[src/rtl/reg_rename_if.sv]
// Register rename file bus: reservation, commit and read-port signals.
// master drives reservations/commits/read addresses; slave is the rename file.
//   branch_miss          flush all pending reservations
//   rsv/rsv_addr/rob_id  reserve a destination register with a ROB tag
//   cmt_*                per-port commit valid/address/tag/data
//   rd_addr              per-port read address
//   rd_data/rd_tag/rd_filled  per-port read result
//   busy_count           registered count of pending entries
interface reg_rename_if #(
  parameter int unsigned N_RD_PORTS  = 3,
  parameter int unsigned N_CMT_PORTS = 2,
  parameter int unsigned REG_ADDR_W  = 5,
  parameter int unsigned DATA_W      = 32,
  parameter int unsigned RSV_ID_W    = 4
) ();
  logic                                          branch_miss;
  logic                                          rsv;
  logic [REG_ADDR_W-1:0]                         rsv_addr;
  logic [RSV_ID_W-1:0]                           rob_id;
  logic [N_CMT_PORTS-1:0]                        cmt_we;
  logic [N_CMT_PORTS-1:0][REG_ADDR_W-1:0]        cmt_addr;
  logic [N_CMT_PORTS-1:0][RSV_ID_W-1:0]          cmt_tag;
  logic [N_CMT_PORTS-1:0][DATA_W-1:0]            cmt_data;
  logic [N_RD_PORTS-1:0][REG_ADDR_W-1:0]         rd_addr;
  logic [N_RD_PORTS-1:0][DATA_W-1:0]             rd_data;
  logic [N_RD_PORTS-1:0][RSV_ID_W-1:0]           rd_tag;
  logic [N_RD_PORTS-1:0]                         rd_filled;
  logic [REG_ADDR_W:0]                           busy_count;

  modport master (
    output branch_miss, rsv, rsv_addr, rob_id,
    output cmt_we, cmt_addr, cmt_tag, cmt_data,
    output rd_addr,
    input  rd_data, rd_tag, rd_filled, busy_count
  );

  modport slave (
    input  branch_miss, rsv, rsv_addr, rob_id,
    input  cmt_we, cmt_addr, cmt_tag, cmt_data,
    input  rd_addr,
    output rd_data, rd_tag, rd_filled, busy_count
  );
endinterface

[src/rtl/reg_rename_file.sv]
// Register rename file: architectural values plus per-entry pending tag
// tracking for an out-of-order core.
//   clk   rising-edge clock
//   rst   synchronous active-high reset
//   bus   reg_rename_if.slave (reservation, commit, read ports, busy_count)
// Reads are combinational from state, optionally bypassing same-cycle
// commits that retire the pending producer.
module reg_rename_file #(
  parameter int unsigned N_RD_PORTS  = 3,
  parameter int unsigned N_CMT_PORTS = 2,
  parameter int unsigned REG_ADDR_W  = 5,
  parameter int unsigned DATA_W      = 32,
  parameter int unsigned RSV_ID_W    = 4,
  parameter bit          ZERO_REG    = 1'b1,
  parameter bit          BYPASS      = 1'b1
) (
  input  logic       clk,
  input  logic       rst,
  reg_rename_if.slave bus
);

  localparam int unsigned NUM_REGS = 1 << REG_ADDR_W;
  localparam int unsigned CNT_W    = REG_ADDR_W + 1;

  logic [DATA_W-1:0]   value_q [NUM_REGS];
  logic [RSV_ID_W-1:0] tag_q   [NUM_REGS];
  logic [NUM_REGS-1:0] pend_q;
  logic [CNT_W-1:0]    busy_q;

  logic [DATA_W-1:0]   value_d [NUM_REGS];
  logic [RSV_ID_W-1:0] tag_d   [NUM_REGS];
  logic [NUM_REGS-1:0] pend_d;
  logic [CNT_W-1:0]    busy_d;

  logic [N_RD_PORTS-1:0][DATA_W-1:0]   rd_data_c;
  logic [N_RD_PORTS-1:0][RSV_ID_W-1:0] rd_tag_c;
  logic [N_RD_PORTS-1:0]               rd_filled_c;

  // Next-state: commits, then flush or reservation, then zero-register clamp.
  always_comb begin
    for (int j = 0; j < int'(NUM_REGS); j++) begin
      value_d[j] = value_q[j];
      tag_d[j]   = tag_q[j];
    end
    pend_d = pend_q;
    busy_d = '0;

    // Ascending order so the highest committing port owns both the value and
    // the retire decision for its address; a later mismatching port restores
    // the pending state an earlier matching port had cleared.
    for (int k = 0; k < int'(N_CMT_PORTS); k++) begin
      if (bus.cmt_we[k]) begin
        value_d[bus.cmt_addr[k]] = bus.cmt_data[k];
        if (pend_q[bus.cmt_addr[k]] && (tag_q[bus.cmt_addr[k]] == bus.cmt_tag[k])) begin
          pend_d[bus.cmt_addr[k]] = 1'b0;
          tag_d[bus.cmt_addr[k]]  = '0;
        end else begin
          pend_d[bus.cmt_addr[k]] = pend_q[bus.cmt_addr[k]];
          tag_d[bus.cmt_addr[k]]  = tag_q[bus.cmt_addr[k]];
        end
      end
    end

    // Flush drops every reservation and ignores a same-cycle reserve;
    // otherwise a reserve overrides any commit retire on the same entry.
    if (bus.branch_miss) begin
      pend_d = '0;
      for (int j = 0; j < int'(NUM_REGS); j++) begin
        tag_d[j] = '0;
      end
    end else if (bus.rsv && !(ZERO_REG && (bus.rsv_addr == '0))) begin
      pend_d[bus.rsv_addr] = 1'b1;
      tag_d[bus.rsv_addr]  = bus.rob_id;
    end

    if (ZERO_REG) begin
      value_d[0] = '0;
      tag_d[0]   = '0;
      pend_d[0]  = 1'b0;
    end

    for (int j = 0; j < int'(NUM_REGS); j++) begin
      busy_d = busy_d + CNT_W'(pend_d[j]);
    end
  end

  // State registers.
  always_ff @(posedge clk) begin
    if (rst) begin
      for (int j = 0; j < int'(NUM_REGS); j++) begin
        value_q[j] <= '0;
        tag_q[j]   <= '0;
      end
      pend_q <= '0;
      busy_q <= '0;
    end else begin
      for (int j = 0; j < int'(NUM_REGS); j++) begin
        value_q[j] <= value_d[j];
        tag_q[j]   <= tag_d[j];
      end
      pend_q <= pend_d;
      busy_q <= busy_d;
    end
  end

  // Read ports with optional forwarding of a retiring commit.
  always_comb begin
    for (int i = 0; i < int'(N_RD_PORTS); i++) begin
      rd_data_c[i]   = value_q[bus.rd_addr[i]];
      rd_tag_c[i]    = tag_q[bus.rd_addr[i]];
      rd_filled_c[i] = !pend_q[bus.rd_addr[i]];
      if (BYPASS) begin
        for (int k = 0; k < int'(N_CMT_PORTS); k++) begin
          if (bus.cmt_we[k] && (bus.cmt_addr[k] == bus.rd_addr[i])) begin
            if (pend_q[bus.rd_addr[i]] && (tag_q[bus.rd_addr[i]] == bus.cmt_tag[k])) begin
              rd_data_c[i]   = bus.cmt_data[k];
              rd_tag_c[i]    = '0;
              rd_filled_c[i] = 1'b1;
            end else begin
              rd_data_c[i]   = value_q[bus.rd_addr[i]];
              rd_tag_c[i]    = tag_q[bus.rd_addr[i]];
              rd_filled_c[i] = !pend_q[bus.rd_addr[i]];
            end
          end
        end
      end
    end
  end

  assign bus.rd_data    = rd_data_c;
  assign bus.rd_tag     = rd_tag_c;
  assign bus.rd_filled  = rd_filled_c;
  assign bus.busy_count = busy_q;

endmodule

[src/flat_wrapper.sv]
// flat-port wrapper written by rule: the top's interface ports become plain ports
module reg_rename_file_flat 
#(
  parameter int unsigned N_RD_PORTS  = 3,
  parameter int unsigned N_CMT_PORTS = 2,
  parameter int unsigned REG_ADDR_W  = 5,
  parameter int unsigned DATA_W      = 32,
  parameter int unsigned RSV_ID_W    = 4,
  parameter bit          ZERO_REG    = 1'b1,
  parameter bit          BYPASS      = 1'b1
)
  (clk, rst, bus_branch_miss, bus_rsv, bus_rsv_addr, bus_rob_id, bus_cmt_we, bus_cmt_addr, bus_cmt_tag, bus_cmt_data, bus_rd_addr, bus_rd_data, bus_rd_tag, bus_rd_filled, bus_busy_count);
  reg_rename_if #(.N_RD_PORTS(N_RD_PORTS), .N_CMT_PORTS(N_CMT_PORTS), .REG_ADDR_W(REG_ADDR_W), .DATA_W(DATA_W), .RSV_ID_W(RSV_ID_W)) bus_i ();
  input  logic clk;
  input  logic rst;
  input wire logic [$bits(bus_i.branch_miss)-1:0] bus_branch_miss;
  input wire logic [$bits(bus_i.rsv)-1:0] bus_rsv;
  input wire logic [$bits(bus_i.rsv_addr)-1:0] bus_rsv_addr;
  input wire logic [$bits(bus_i.rob_id)-1:0] bus_rob_id;
  input wire logic [$bits(bus_i.cmt_we)-1:0] bus_cmt_we;
  input wire logic [$bits(bus_i.cmt_addr)-1:0] bus_cmt_addr;
  input wire logic [$bits(bus_i.cmt_tag)-1:0] bus_cmt_tag;
  input wire logic [$bits(bus_i.cmt_data)-1:0] bus_cmt_data;
  input wire logic [$bits(bus_i.rd_addr)-1:0] bus_rd_addr;
  output wire logic [$bits(bus_i.rd_data)-1:0] bus_rd_data;
  output wire logic [$bits(bus_i.rd_tag)-1:0] bus_rd_tag;
  output wire logic [$bits(bus_i.rd_filled)-1:0] bus_rd_filled;
  output wire logic [$bits(bus_i.busy_count)-1:0] bus_busy_count;
  assign bus_i.branch_miss = bus_branch_miss;
  assign bus_i.rsv = bus_rsv;
  assign bus_i.rsv_addr = bus_rsv_addr;
  assign bus_i.rob_id = bus_rob_id;
  assign bus_i.cmt_we = bus_cmt_we;
  assign bus_i.cmt_addr = bus_cmt_addr;
  assign bus_i.cmt_tag = bus_cmt_tag;
  assign bus_i.cmt_data = bus_cmt_data;
  assign bus_i.rd_addr = bus_rd_addr;
  assign bus_rd_data = bus_i.rd_data;
  assign bus_rd_tag = bus_i.rd_tag;
  assign bus_rd_filled = bus_i.rd_filled;
  assign bus_busy_count = bus_i.busy_count;
  reg_rename_file #(.N_RD_PORTS(N_RD_PORTS), .N_CMT_PORTS(N_CMT_PORTS), .REG_ADDR_W(REG_ADDR_W), .DATA_W(DATA_W), .RSV_ID_W(RSV_ID_W), .ZERO_REG(ZERO_REG), .BYPASS(BYPASS)) u_core (.clk(clk), .rst(rst), .bus(bus_i));
endmodule
[config.mk]
export PLATFORM = sky130hd
export DESIGN_NAME = reg_rename_file_flat
export DESIGN_NICKNAME = d
export VERILOG_FILES = /design/src/rtl/reg_rename_if.sv /design/src/rtl/reg_rename_file.sv /design/src/flat_wrapper.sv
export SDC_FILE = /design/constraint.sdc
export NUM_CORES = 2
export LEC_CHECK = 0
export BUFFER_PORTS_ARGS = -buffer_cell sky130_fd_sc_hd__buf_4
export CELL_PAD_IN_SITES_DETAIL_PLACEMENT = 0
export CELL_PAD_IN_SITES_GLOBAL_PLACEMENT = 1
export CORE_ASPECT_RATIO = 2
export CORE_UTILIZATION = 30
export CTS_CLUSTER_SIZE = 8
export DETAILED_ROUTE_END_ITERATION = 10
export HOLD_SLACK_MARGIN = 0.1
export PLACE_DENSITY = 0.61
export REMOVE_ABC_BUFFERS = 1
export SYNTH_ARGS = -nofsm -noshare
export SYNTH_HDL_FRONTEND = slang
export SYNTH_SLANG_ARGS = --single-unit
[constraint.sdc]
create_clock -name clk -period 18.6 [get_ports clk]
set_clock_uncertainty 0.15 [all_clocks]
set_input_delay 3.72 -clock clk [delete_from_list [all_inputs] [get_ports clk]]
set_output_delay 3.72 -clock clk [all_outputs]
set_load 0.02 [all_outputs]
# [Word-level counts from Yosys, hierarchy flattened]
# Memory sizes are Yosys's and may differ from the RTL's.
# Index checks and enable logic that the tools add are counted.
[classes] n_lt_le_gt_ge=15 n_reduce_logical=26 n_addsub=30 n_eq_ne=14 muxes=150 n_bitwise=76
[op_table] operator="1024-bit bitwise mux" count=2
[op_table] operator="32-bit two-way mux" count=52
[op_table] operator="1024-bit two-way mux" count=1
[op_table] operator="992-bit two-way mux" count=1
[op_table] operator="128-bit two-way mux" count=4
[op_table] operator="128-bit bitwise mux" count=3
[op_table] operator="32-bit demux with 5-bit select" count=2
[op_table] operator="128-bit AND" count=2
[op_table] operator="128-bit NOT" count=2
[op_table] operator="124-bit two-way mux" count=2
[op_table] operator="4-bit two-way mux" count=47
[op_table] operator="6-bit by 1-bit adder with 6-bit output" count=29
[op_table] operator="32-bit AND" count=2
[op_table] operator="32-bit bitwise mux" count=2
[op_table] operator="32-bit NOT" count=2
[op_table] operator="1-bit bitwise OR" count=64
[op_table] operator="4-bit demux with 5-bit select" count=3
[op_table] operator="5-bit by 6-bit < comparator with 1-bit output, second input constant" count=6
[op_table] operator="4-bit == test" count=8
[op_table] operator="32-bit bitwise OR" count=1
[op_table] operator="5-bit == test" count=6
[op_table] operator="1-bit binary-select mux with 5-bit select" count=5
[op_table] operator="1-bit two-way mux" count=23
[op_table] operator="1-bit logical AND" count=21
[op_table] operator="8 further kinds" count=21
[word_totals] inputBits=112 elab_cells=316 out_inout_bits=117 memories=2 ramBits=1152 register_bits=38
[memory_table] name="u_core.value_q" words=32 word_bits=32 rd=35 rd_clocked_by_memory_dff=0 wr=32 line="reg_rename_file.sv:25" text="logic [DATA_W-1:0] value_q [NUM_REGS];"
[memory_table] name="u_core.tag_q" words=32 word_bits=4 rd=37 rd_clocked_by_memory_dff=0 wr=32 line="reg_rename_file.sv:26" text="logic [RSV_ID_W-1:0] tag_q [NUM_REGS];"

# [Depth between registers and ports, before layout]
[depth] word_depth=44 mapped_depth=30

# [Least setup slack after synthesis]
# Ideal clock, no wire load.
[synth_path] path_type="input to register" from="input port bus_cmt_addr[1]" to="register u_core.busy_q[4], in the netlist u_core.bus.busy_count[4]" stages=28 arrival_ns=10.253 slack_ns=8.069 t_required_ns=18.322 path_buffers=3 cell_sequence="clkbuf_1 -> buf_1 -> mux2i_1 -> o22ai_1 -> nor4_1 -> nand3_1 -> xnor2_1 -> nand4_1 -> clkbuf_1 -> a31oi_1 -> a311o_1 -> fa_1 -> inv_1 -> fa_1 -> inv_1 -> fa_1 -> fa_1 -> fa_1 -> inv_1 -> fa_1 -> ha_1 -> inv_1 -> fa_1 -> inv_1 -> a21o_1 -> a21oi_1 -> xor2_1 -> nor2_1"
[synth_via] elab_chain_cells=44
[synth_rtl] item="start: declaration" line="flat_wrapper.sv:21" text="input wire logic [$bits(bus_i.cmt_addr)-1:0] bus_cmt_addr;"
[synth_rtl] item="5-bit by 6-bit < comparator with 1-bit output (implied by the code) / 5-bit by 1-bit >= comparator with 1-bit output (equally long branches)" line="reg_rename_file.sv:55, reg_rename_file.sv:58"
[synth_rtl] item="1-bit logical AND (implied by the code)" line="reg_rename_file.sv:55, reg_rename_file.sv:58"
[synth_rtl] item="1-bit two-way mux (implied by the code)" line="reg_rename_file.sv:55, reg_rename_file.sv:58"
[synth_rtl] item="1-bit demux with 5-bit select"
[synth_rtl] item="32-bit NOT (no line)"
[synth_rtl] item="32-bit AND (no line)"
[synth_rtl] item="32-bit two-way mux *" line="reg_rename_file.sv:54" text="if (pend_q[bus.cmt_addr[k]] && (tag_q[bus.cmt_addr[k]] == bus.cmt_tag[k])) begin"
[synth_rtl] item="32-bit two-way mux *" line="reg_rename_file.sv:52" text="if (bus.cmt_we[k]) begin"
[synth_rtl] item="32-bit bitwise mux / 32-bit AND (equally long branches)"
[synth_rtl] item="32-bit two-way mux" line="reg_rename_file.sv:54"
[synth_rtl] item="32-bit two-way mux *" line="reg_rename_file.sv:52"
[synth_rtl] item="32-bit bitwise OR (no line)"
[synth_rtl] item="32-bit two-way mux *" line="reg_rename_file.sv:71" text="end else if (bus.rsv && !(ZERO_REG && (bus.rsv_addr == '0))) begin"
[synth_rtl] item="32-bit two-way mux *" line="reg_rename_file.sv:66" text="if (bus.branch_miss) begin"
[synth_rtl] item="1-bit by 1-bit adder with 2-bit output" line="reg_rename_file.sv:83" text="busy_d = busy_d + CNT_W'(pend_d[j]);"
[synth_rtl] item="6-bit by 1-bit adder with 6-bit output (28 in a row)" line="reg_rename_file.sv:83"
[synth_rtl] item="6-bit by 1-bit adder with 6-bit output *" line="reg_rename_file.sv:83"
[synth_rtl] item="end signal: assignment" line="reg_rename_file.sv:102" text="busy_q <= busy_d;"
[synth_rtl] item="end: declaration" line="reg_rename_file.sv:28" text="logic [CNT_W-1:0] busy_q;"
# Every way passes the cells marked *; elsewhere a longest branch is shown, timed or not. The select of a mux whose other input is x is not followed.
# A chain may end at the register's enable or synchronous reset.

# [Worst setup path in the final report]
[layout_path] from="input port bus_rd_addr[10]" to="output port bus_rd_data[70]"
[layout_via] elab_chain_cells=6
[layout_rtl] item="start: declaration" line="flat_wrapper.sv:24" text="input wire logic [$bits(bus_i.rd_addr)-1:0] bus_rd_addr;"
[layout_rtl] item="memory 32 x 4 bit / 1-bit binary-select mux with 5-bit select (equally long branches)"
[layout_rtl] item="4-bit == test / 1-bit two-way mux (equally long branches)" line="reg_rename_file.sv:115" text="if (pend_q[bus.rd_addr[i]] && (tag_q[bus.rd_addr[i]] == bus.cmt_tag[k])) begin"
[layout_rtl] item="1-bit logical AND" line="reg_rename_file.sv:115"
[layout_rtl] item="32-bit two-way mux" line="reg_rename_file.sv:115"
[layout_rtl] item="32-bit two-way mux" line="reg_rename_file.sv:114" text="if (bus.cmt_we[k] && (bus.cmt_addr[k] == bus.rd_addr[i])) begin"
[layout_rtl] item="32-bit two-way mux *" line="reg_rename_file.sv:114"
[layout_rtl] item="end: declaration" line="flat_wrapper.sv:25" text="output wire logic [$bits(bus_i.rd_data)-1:0] bus_rd_data;"
# Marked as above.

==> impl_metrics.yaml <==
setup_path:
  slowest_stage: "o21ai_0"
  crit_path_frequent_cell: "buf_4"
  reg2reg_from: "u_core.tag_q[7][2]"
  crit_required_ns: 14.73
  regToRegEndpoint: "u_core.bus.busy_count[4]"
  rr_worst_depth: 24
  worstSetupPathType: "in2out"
  critPathMaxFanout: 49
  rrSetupSlack_ns: 9.17
  start_kind: "input port"
  crit_chain: "buf_8, buf_4, mux4_2, a22o_1, o21ai_0, buf_4, o31ai_1, xnor2_1, nand4_1, buf_4, buf_4, o22ai_1, nor2_1, buf_4"
  crit_arrival_ns: 9.55
  slowest_delay_ns: 0.84
  cp-end-kind: "output pin"
sta:
  slew_headroom_pct: -8.77
  hold_viol: 0
  setup_tns_ns: 0
  min_period_ns: 13.42
  period_share_pct: 72.2
  slew_viol_final: 27
  fmax_mhz: 74.5
  finalSetupViolCount: 0
  rsz0062_at_grt: "false"
  worstMarginPinSlew_ns: 1.61
pwr:
  swShare_pct: 30.4
  power_density_nw_per_um2: 67.5
  p_clk_share_pct: 45.3
  p_leak_nw: 30.5
  p_int_mw: 4.45
  max-vdd-ir-drop_mv: 0.0764
  switching_power_mw: 1.94
  pwr-share-seq_pct: 40.2
  combPwrFrac_pct: 14.5
clock_tree:
  clockBufferDepth: 4
  cts_sinks: 1153
  htreeDepth: 4
  clock_latency_ns: 0.86
  ctsResizeCount: 0
  holdBufCountCts: 0
  root_buffer: "clkbuf_16"
  cts_tree: "built"
  clk_pin_slew_worst_paths_ns: 0.05
  cts_setup_buffers: 0
  cts_made_buffers: 170
route:
  postRouteAntennaNets: 0
  dr.first_iter.drc_count: 10000
  vias: 80200
  vias_per_cell: 6.80
  wl_per_cell_um: 40.7
  drc: 0
  wl_um: 479000
  dr.pass1.iters: 9
min_path:
  min_from: "u_core.tag_q[18][1]"
  hold_end: "u_core.tag_q[18][1]"
  min_path_type: "reg2reg"
  holdPathStages: 2
logic_synthesis:
  ys_types: 78
  avgSynthCellArea_um2: 10.1
  synth_edf_count: 0
  synth_ff_type: "dfxtp_1"
  synthCells: 8539
  netlist_area_um2: 86100
  yosysSeqAreaShare_pct: 26.8
  ys_ff_latch: 1153
  ys_async_sr_fraction_pct: 0
  yosysWarnings: 0
global_route:
  grt_pass1_vias: 77700
  antenna_found_initial: 25
  grt_pass1_wl_um: 655000
  grt_max_degree: 177
  grt.total_usage_pct: 32.1
  gr-total-overflow: 0
place:
  hpwl_um: 298000
  numPortBuffers: 228
  gp_congestion: 1.02
layout:
  area.growth.synth_to_final_pct: 9.82
  final_cell_mix: "1340 x mux2i_1, 1153 x dfxtp_1, 1134 x nor2_1"
  multi_input_area_um2: 58600
  layout_commonest_cell: "mux2i_1"
  seqCellArea_um2: 23100
  drive_gt1_share_pct: 21.9
  fin_util_pct: 33.2
  fillCellCount: 28600
  final_net_count: 8125
outcome:
  failed_checks: "capacitance limit, slew limit"
  outcome: "finished, violations left"
floorplanning:
  fp.dieH_um: 760
  dieWidth_um: 381
  die-area_um2: 289000
  ios: 229
  initial_core_util_pct: 30.2
  coreArea_um2: 285000
  num_rows: 277
flow_run:
  drv_cap: 5
routing by layer:
layer | GRT usage, % | vias to the layer above | share of wire (%)
li1 | - | 32000 | -
met1 | 34.8 | 40300 | 34
met2 | 51.8 | 5863 | 47
met3 | 7.25 | 2029 | 8.8
met4 | 29.7 | 8 | 11
met5 | 0 | - | 0.0098
stage by stage:
stage	instances	instance area [um^2]	setup WS [ns]	power [mW]	hold slack, ns
finish	11800	94600	5.18	6.39	0.334
global route	11800	94500	5.11	6.49	0.344
CTS	11800	94400	5.34	6.38	0.328
detailed placement	11600	90000	5.35	3.52	0.321
global placement	11600	90000	5.35	3.51	0.310
floorplan	7369	81300	5.49	2.97	0.333
kinds of logic (layout without fill, tap and decap cells):
group	Yosys count	after routing	share of synthesized area (%)
AOI/OAI and AO/OA	1776	1776	15.2
and+or+nand+nor	1965	1965	9.68
other	0	27	0
DFF	1153	1153	26.8
xor gates and xnor gates	52	52	0.529
buffers and inverters	1229	679	5.82
adders and majority gates	32	32	0.665
muxes	2332	2332	41.3
area by class of cell:
class / count / area share [%]
Tap cell: 3766 / 4.98
Sequential cell: 1153 / 24.4
Timing Repair Buffer: 440 / 3.67
Multi-Input combinational cell: 6157 / 62.0
Clock inverter: 5 / 0.0741
Inverter: 59 / 0.250
Antenna cell: 27 / 0.0714
Clock buffer: 175 / 4.57
cell usage after synthesis, types with 25 or more instances:
library cell / count / share of area [%]
buf_1: 193 / 0.84
o22ai_1: 160 / 1.2
a31oi_1: 69 / 0.50
o221a_1: 32 / 0.42
o221a_2: 32 / 0.42
dfxtp_1: 1153 / 27
nand3_1: 129 / 0.75
a311oi_1: 36 / 0.37
xnor2_1: 28 / 0.28
o2111ai_1: 71 / 0.72
and3_1: 53 / 0.38
buf_2: 233 / 1.4
a21oi_1: 27 / 0.16
mux2i_1: 1340 / 16
o31ai_1: 25 / 0.22
nor2_1: 1160 / 5.1
o21ai_0: 151 / 0.88
nor3_1: 95 / 0.55
inv_1: 54 / 0.24
mux4_2: 973 / 25
nand2_1: 356 / 1.6
nor2b_1: 26 / 0.19
a211oi_1: 1009 / 8.8
clkbuf_1: 723 / 3.2
o211ai_1: 47 / 0.41
critical path, delay by kind of cell:
| family | cells | cell delay (ns) |
|---|---|---|
| AND/OR/NAND/NOR | 2 | 0.57 |
| XOR/XNOR | 1 | 0.22 |
| AO/OA/AOI/OAI | 4 | 1.35 |
| buffers and inverters | 6 | 2.77 |
| multiplexers | 1 | 0.56 |
power groups by stage:
stage,clock (mW),sequential [mW],combinational (mW)
after floorplan,0,2.60,0.377
after global placement,0,2.61,0.897
after detailed placement,0,2.62,0.903
after CTS,2.91,2.56,0.906
after global routing,2.97,2.57,0.948
final,2.89,2.57,0.929
registers in the layout (all words and copies together), names as in the netlist:
register and count:
u_core.pend_q 31, u_core.tag_q 124, u_core.bus.busy_count 6, u_core.value_q 992
how the worst max path moves through the flow:
stage                          startpoint              end  slack [ns]  depth (start not counted)
after floorplan            bus_rd_addr[8]    bus_rd_tag[4]        5.49                          8
after detailed placement   bus_rd_addr[0]   bus_rd_data[3]        5.35                         11
after CTS                  bus_rd_addr[0]   bus_rd_data[3]        5.34                         11
final                     bus_rd_addr[10]  bus_rd_data[70]        5.18                         14
after global placement     bus_rd_addr[0]   bus_rd_data[3]        5.35                         11
after global routing       bus_rd_addr[0]   bus_rd_data[9]        5.11                         11
Note: power is estimated with default switching activity, not from simulation.
